### config.mk
export PLATFORM = sky130hd
export DESIGN_NAME = draw_sequencer_flat
export DESIGN_NICKNAME = d
export VERILOG_FILES = /design/src/rtl/draw_sequencer_if.sv /design/src/rtl/draw_sequencer.sv /design/src/flat_wrapper.sv
export SDC_FILE = /design/constraint.sdc
export NUM_CORES = 1
export LEC_CHECK = 0
export CORE_MARGIN = 1.5
export CORE_UTILIZATION = 43
export DETAILED_ROUTE_END_ITERATION = 8
export PLACE_DENSITY_LB_ADDON = 0.3
export SYNTH_ARGS = -nofsm -noshare
export SYNTH_HDL_FRONTEND = slang
export SYNTH_SLANG_ARGS = --single-unit
### constraint.sdc
create_clock -name clk -period 3.71 [get_ports clk]
set_input_delay 0.5565 -clock clk [delete_from_list [all_inputs] [get_ports clk]]
set_output_delay 0.5565 -clock clk [all_outputs]
set_load 0.01 [all_outputs]
### src/rtl/draw_sequencer_if.sv
// draw_sequencer_if: circle-engine handshake/pixel bus and VGA adapter write port.
// master = sequencer side, slave = circle engine / VGA adapter side.
interface draw_sequencer_if;
  logic       circ_start;
  logic [2:0] circ_colour;
  logic [7:0] circ_cx;
  logic [6:0] circ_cy;
  logic [7:0] circ_radius;
  logic       circ_done;
  logic [7:0] circ_x;
  logic [6:0] circ_y;
  logic       circ_plot;
  logic [7:0] vga_x;
  logic [6:0] vga_y;
  logic [2:0] vga_colour;
  logic       vga_plot;

  modport master (
    output circ_start, circ_colour, circ_cx, circ_cy, circ_radius,
    output vga_x, vga_y, vga_colour, vga_plot,
    input  circ_done, circ_x, circ_y, circ_plot
  );

  modport slave (
    input  circ_start, circ_colour, circ_cx, circ_cy, circ_radius,
    input  vga_x, vga_y, vga_colour, vga_plot,
    output circ_done, circ_x, circ_y, circ_plot
  );
endinterface

### src/rtl/draw_sequencer.sv
// draw_sequencer: optionally clears the framebuffer, then hands the VGA write port to the circle engine.
// Define DRAW_SEQ_CLEAR_EN to include the background clear phase.
module draw_sequencer #(
  parameter int         SCREEN_W  = 160,
  parameter int         SCREEN_H  = 120,
  parameter logic [2:0] BG_COLOUR = 3'b000
) (
  input  logic                   clk,
  input  logic                   rst_n,
  input  logic                   start,
  input  logic [2:0]             colour,
  input  logic [7:0]             centre_x,
  input  logic [6:0]             centre_y,
  input  logic [7:0]             radius,
  output logic                   done,
  draw_sequencer_if.master       bus
);

  typedef enum logic [1:0] {IDLE, CLEAR, DRAW, DONE} state_t;

  state_t     state;
  logic [2:0] colour_q;
  logic [7:0] cx_q;
  logic [6:0] cy_q;
  logic [7:0] radius_q;
  // Clear counters while clearing; afterwards they track the last circle pixel so DONE can hold it.
  logic [7:0] x_q;
  logic [6:0] y_q;
  logic       circ_start_q;
  logic       done_q;

`ifdef DRAW_SEQ_CLEAR_EN
  localparam logic [7:0] X_LAST = 8'(SCREEN_W - 1);
  localparam logic [6:0] Y_LAST = 7'(SCREEN_H - 1);
`else
  wire unused_cfg = ^{8'(SCREEN_W), 7'(SCREEN_H), BG_COLOUR};
`endif

  always_ff @(posedge clk or negedge rst_n) begin
    if (!rst_n) begin
      state        <= IDLE;
      colour_q     <= '0;
      cx_q         <= '0;
      cy_q         <= '0;
      radius_q     <= '0;
      x_q          <= '0;
      y_q          <= '0;
      circ_start_q <= 1'b0;
      done_q       <= 1'b0;
    end else begin
      case (state)
        IDLE: begin
          if (start) begin
            colour_q <= colour;
            cx_q     <= centre_x;
            cy_q     <= centre_y;
            radius_q <= radius;
            x_q      <= '0;
            y_q      <= '0;
`ifdef DRAW_SEQ_CLEAR_EN
            state    <= CLEAR;
`else
            state        <= DRAW;
            circ_start_q <= 1'b1;
`endif
          end
        end
`ifdef DRAW_SEQ_CLEAR_EN
        // y is the inner loop; the edge retiring the last pixel hands over to the circle engine.
        CLEAR: begin
          if (x_q == X_LAST && y_q == Y_LAST) begin
            state        <= DRAW;
            circ_start_q <= 1'b1;
          end else if (y_q == Y_LAST) begin
            y_q <= '0;
            x_q <= x_q + 8'd1;
          end else begin
            y_q <= y_q + 7'd1;
          end
        end
`endif
        DRAW: begin
          x_q <= bus.circ_x;
          y_q <= bus.circ_y;
          if (bus.circ_done) begin
            state        <= DONE;
            circ_start_q <= 1'b0;
            done_q       <= 1'b1;
          end
        end
        DONE:    state <= DONE;
        default: state <= IDLE;
      endcase
    end
  end

  assign done            = done_q;
  assign bus.circ_start  = circ_start_q;
  assign bus.circ_colour = colour_q;
  assign bus.circ_cx     = cx_q;
  assign bus.circ_cy     = cy_q;
  assign bus.circ_radius = radius_q;

  // Write-port mux: only one source can own the port, selected purely by state.
  always_comb begin
    bus.vga_x      = x_q;
    bus.vga_y      = y_q;
    bus.vga_colour = colour_q;
    bus.vga_plot   = 1'b0;
    case (state)
`ifdef DRAW_SEQ_CLEAR_EN
      CLEAR: begin
        bus.vga_colour = BG_COLOUR;
        bus.vga_plot   = 1'b1;
      end
`endif
      DRAW: begin
        bus.vga_x    = bus.circ_x;
        bus.vga_y    = bus.circ_y;
        bus.vga_plot = bus.circ_plot;
      end
      default: ;
    endcase
  end

endmodule

### src/flat_wrapper.sv
// flat-port wrapper written by rule: the top's interface ports become plain ports
module draw_sequencer_flat 
#(
  parameter int         SCREEN_W  = 160,
  parameter int         SCREEN_H  = 120,
  parameter logic [2:0] BG_COLOUR = 3'b000
)
  (clk, rst_n, start, colour, centre_x, centre_y, radius, done, bus_circ_start, bus_circ_colour, bus_circ_cx, bus_circ_cy, bus_circ_radius, bus_vga_x, bus_vga_y, bus_vga_colour, bus_vga_plot, bus_circ_done, bus_circ_x, bus_circ_y, bus_circ_plot);
  draw_sequencer_if bus_i ();
  input  logic clk;
  input  logic rst_n;
  input  logic start;
  input  logic [2:0] colour;
  input  logic [7:0] centre_x;
  input  logic [6:0] centre_y;
  input  logic [7:0] radius;
  output logic done;
  output wire logic [$bits(bus_i.circ_start)-1:0] bus_circ_start;
  output wire logic [$bits(bus_i.circ_colour)-1:0] bus_circ_colour;
  output wire logic [$bits(bus_i.circ_cx)-1:0] bus_circ_cx;
  output wire logic [$bits(bus_i.circ_cy)-1:0] bus_circ_cy;
  output wire logic [$bits(bus_i.circ_radius)-1:0] bus_circ_radius;
  output wire logic [$bits(bus_i.vga_x)-1:0] bus_vga_x;
  output wire logic [$bits(bus_i.vga_y)-1:0] bus_vga_y;
  output wire logic [$bits(bus_i.vga_colour)-1:0] bus_vga_colour;
  output wire logic [$bits(bus_i.vga_plot)-1:0] bus_vga_plot;
  input wire logic [$bits(bus_i.circ_done)-1:0] bus_circ_done;
  input wire logic [$bits(bus_i.circ_x)-1:0] bus_circ_x;
  input wire logic [$bits(bus_i.circ_y)-1:0] bus_circ_y;
  input wire logic [$bits(bus_i.circ_plot)-1:0] bus_circ_plot;
  assign bus_circ_start = bus_i.circ_start;
  assign bus_circ_colour = bus_i.circ_colour;
  assign bus_circ_cx = bus_i.circ_cx;
  assign bus_circ_cy = bus_i.circ_cy;
  assign bus_circ_radius = bus_i.circ_radius;
  assign bus_vga_x = bus_i.vga_x;
  assign bus_vga_y = bus_i.vga_y;
  assign bus_vga_colour = bus_i.vga_colour;
  assign bus_vga_plot = bus_i.vga_plot;
  assign bus_i.circ_done = bus_circ_done;
  assign bus_i.circ_x = bus_circ_x;
  assign bus_i.circ_y = bus_circ_y;
  assign bus_i.circ_plot = bus_circ_plot;
  draw_sequencer #(.SCREEN_W(SCREEN_W), .SCREEN_H(SCREEN_H), .BG_COLOUR(BG_COLOUR)) u_core (.clk(clk), .rst_n(rst_n), .start(start), .colour(colour), .centre_x(centre_x), .centre_y(centre_y), .radius(radius), .done(done), .bus(bus_i));
endmodule
Word level (Yosys, flattened, before mapping)
Index checks and enable logic that the tools add are counted.
- bits of input ports: 46
- word-level logic and storage cells: 33
- bits in registers: 45
- mux-type cells: 13
- equal/unequal tests: 4
- reduce and logical (&&, ||, !) cells: 7
- operator list (kind ; count):
    two-way mux 8 bit ; 2
    case mux 8 bit (2 select lines) ; 1
    two-way mux 7 bit ; 2
    case mux 7 bit (2 select lines) ; 1
    AND reduction 2 bit ; 4
    case mux 2 bit (3 select lines) ; 1
    equality test 2 bit, second input constant ; 2
    two-way mux 2 bit ; 2
    != test 2 bit, second input constant ; 2
    two-way mux 1 bit ; 3
    AND reduction 3 bit ; 1
    logical NOT 2 bit ; 1
    case mux 1 bit (2 select lines) ; 1
    nonzero test 2 bit ; 1

Depth between registers and ports, before layout
- depth in word-level cells: 3
- depth in mapped cells: 4
- depth with buffers taken out: 3

Least setup slack after synthesis
Ideal clock, no wire load.
- kind: register -> output
- start: register u_core.state[1]
- end: output bus_vga_x[0]
- data required time: 3.154 ns
- stages on the path, launching flop included: 5
- data arrival time: 1.205 ns
- setup slack: 1.949 ns
- path through: dfrtp_1 > nor2b_1 > buf_2 > buf_6 > mux2_1
- cells in the longest elaborated chain, start to end: 2
- ends and longest elaborated chain (element ; line ; text):
    from (decl) ; draw_sequencer.sv:21 ; state_t state;
    from (signal assigned) ; draw_sequencer.sv:41 ; state <= IDLE;
    from (signal assigned) ; draw_sequencer.sv:63 ; state <= DRAW;
    from (signal assigned) ; draw_sequencer.sv:86 ; state <= DONE;
    equality test 2 bit ; draw_sequencer.sv:110 ; case (state)
    two-way mux 8 bit ; draw_sequencer.sv:110 ;
    to (decl) ; flat_wrapper.sv:23 ; output wire logic [$bits(bus_i.vga_x)-1:0] bus_vga_x;
No other way between the ends.

Final worst setup path
- start: register u_core.state[1]
- end: output bus_vga_x[6]
Same word-level chain as after synthesis.

==> out/results.txt <==
CTS resizes - 0
vias per cell - 5.03
number of distinct library cells after synthesis - 17
PwrDens - 545 nW/um^2
DRT Wirelength - 4170 microns
worst-margin pin slew - 1.12 ns
Num CTS Buffers - 5
mux contribution to synthesized area - 24.6%
Tot GR Track Use - 18.6%
final period utilization - 74.4%
VDD IR-drop max - 318 uV
initial antenna violation count - 0
post-CTS setup buffer count - 0
I/O pins - 93
# diodes - 0
CP max stage cell - clkdlybuf4s50_1
most common cell in the netlist - dfrtp_1
root buffer cell - clkbuf_8
Seq/Total Area, Yosys - 59.9%
Crit. End Element - primary output
Max Fclk - 362 MHz
min Tclk post-route - 2.76 ns
clock insertion delay at the later pin of the skew report - 0.29 ns
Post-Synth Simple-Gate Area - 2.66%
Antenna Violating Nets Remaining - 0
grt total ovfl - 0
crit-path max cell delay - 0.48 ns
largest family of logic cells by synthesized area - multiplexers
crit start category - register
clock sinks - 45
vias in the first global route - 1,468
final layout net count - 259
clock skew - 0.00570 ns
layout overhead on the synthesized area - 53.2%
layout cells sized above 1 - 10.8%
leading area contributor after synthesis - dfrtp_1
HPWL Detailed - 3050 microns
xor-xnor portion of the synthesized cell area - 0%
Rows - 23
Post-synth EDFFs - 0
cts hold-fix bufs - 0
Core Area - 4120 sq um
post-route core utilization - 70.0%
Syn Area/Cell - 15.3 sq um
max_cap viols - 0
WP data required - 3.15 ns
Final Max Tran Viols - 0
synth warn - 0
Filler cells - 283
via count - 1,324
Slew headroom - 25.2%
total power - 1570 uW
Inst Count DP - 256
Die Width - 69.1 microns
hold crit path type - primary input to async pin
# H-tree levels - 2
Arr. time, crit path - 2.20 ns
post-synthesis instance total - 123
kind of critical path - register to primary output
cell area after synthesis - 1880 sq um
first-pass GRT wire length - 7050 microns
ys async rst share - 100%
Adder-Cell Fraction of Synth Area - 0%
Starting Density - 45.7%
RSZ-0062 raised after global routing - false
Main synth FF type - dfrtp_1
clock slew at reported path FFs - 0.08 ns
largest net degree at the start of global routing - 46
1st-pass router iterations - 3
DR WL/cell - 15.9 microns
most frequent cells after synthesis - dfrtp_1 (45), mux2_1 (29), a22o_1 (15)
deepest clock path buffer count - 2
P_leak - 0.00124 uW
Placer Congestion - 0.714
DP Worst Slack - 1.26 ns
CTS tree - yes
final worst setup slack - 0.949 ns
Buffers on Ports - 92
Compound-Gate Fraction of Synth Area - 8.72%
die area - 4780 sq um
Setup violations, final - 0
DRC Markers - 0
final std cells w/o fill - 263
CP Max Fanout - 30
top-area cell type share of the netlist area - 59.9%
status - complete, no violations
synth top area cells - dfrtp_1 (60%), mux2_1 (17%), mux2_2 (7.2%)
Chip Height - 69.1 microns
setup_tns - 0 ns
crit-path cells - nor2b_2, buf_4, mux2_2, clkdlybuf4s50_1
Synth Register Bits - 45
DR iter-0 viols - 34
final hold vios - 0
Synthesized Nets - 169
power breakdown:
part           internal, uW  switching (uW)
clock network           148             149
registers               617            70.5
logic                   379             205
metrics by stage:
step	cell area, sq um	hold slack [ns]
after floorplan	1880	0.261
after global placement	2790	0.449
after detailed placement	2790	0.444
after CTS	2880	0.454
after global routing	2880	0.495
final	2880	0.425
sequential cells by signal (all words and copies together), names as in the netlist:
register	count
u_core.bus.circ_cx	8
u_core.done	1
u_core.state	2
u_core.x_q	8
u_core.y_q	7
u_core.bus.circ_start	1
u_core.bus.circ_radius	8
u_core.bus.circ_colour	3
u_core.bus.circ_cy	7
cells in the final DEF (no fill, tap or decap):
| cell | count |
|---|---|
| buf_4 | 1 |
| clkdlybuf4s50_1 | 91 |
| o21a_1 | 1 |
| buf_2 | 1 |
| nor2b_1 | 1 |
| nor2b_2 | 1 |
| nand2b_1 | 1 |
| inv_1 | 1 |
| clkbuf_1 | 1 |
| a22o_1 | 15 |
| nor2_4 | 1 |
| o21ai_0 | 2 |
| mux2_2 | 12 |
| clkbuf_8 | 6 |
| o21bai_1 | 1 |
| a21o_1 | 1 |
| dfrtp_1 | 45 |
| and2_1 | 1 |
| mux2_1 | 29 |
| nand2b_4 | 1 |
logic make-up after synthesis:
| group | Yosys count |
|---|---|
| AO/OA/AOI/OAI | 20 |
| buffers and inverters | 11 |
| flip-flops | 45 |
| multiplexers | 41 |
| AND/OR/NAND/NOR | 6 |
per-layer routing:
metal	GRT usage [%]	up-vias	wire, microns
li1	-	621	-
met1	21.5	645	1680
met2	32.2	56	2190
met3	7.31	2	289
met4	4.58	0	16
met5	0	-	0
path summary, 6_finish.rpt:
| path | depth (start not counted) | slack (ns) | endpoint | start |
|---|---|---|---|---|
| min in group clk | 1 | 0.46 | u_core.done | u_core.done |
| hold / removal | 1 | 0.43 | u_core.bus.circ_radius[3] | rst_n |
| hold reg to reg | 1 | 0.46 | u_core.done | u_core.done |
| setup / recovery | 4 | 0.95 | bus_vga_x[6] | u_core.state[1] |
| max in group asynchronous | 1 | 2.68 | u_core.bus.circ_cy[6] | rst_n |
| setup reg to reg | 3 | 2.00 | u_core.bus.circ_radius[4] | u_core.state[0] |
cell type report:
cell class | count | area, sq um | share of cell area [%]
Inverter | 1 | 3.75 | 0.130
Tap cell | 50 | 62.6 | 2.17
Timing Repair Buffer | 93 | 923 | 32.1
Multi-Input combinational cell | 67 | 678 | 23.5
Clock buffer | 7 | 86.3 | 3.00
Sequential cell | 45 | 1130 | 39.1
critical path, delay by kind of cell (launching register included):
kind                   cells  cell delay [ns]
buffers and inverters      2             0.82
DFF                        1             0.47
muxes                      1             0.38
and+or+nand+nor            1             0.23
Power figures use the tool's default switching activity.
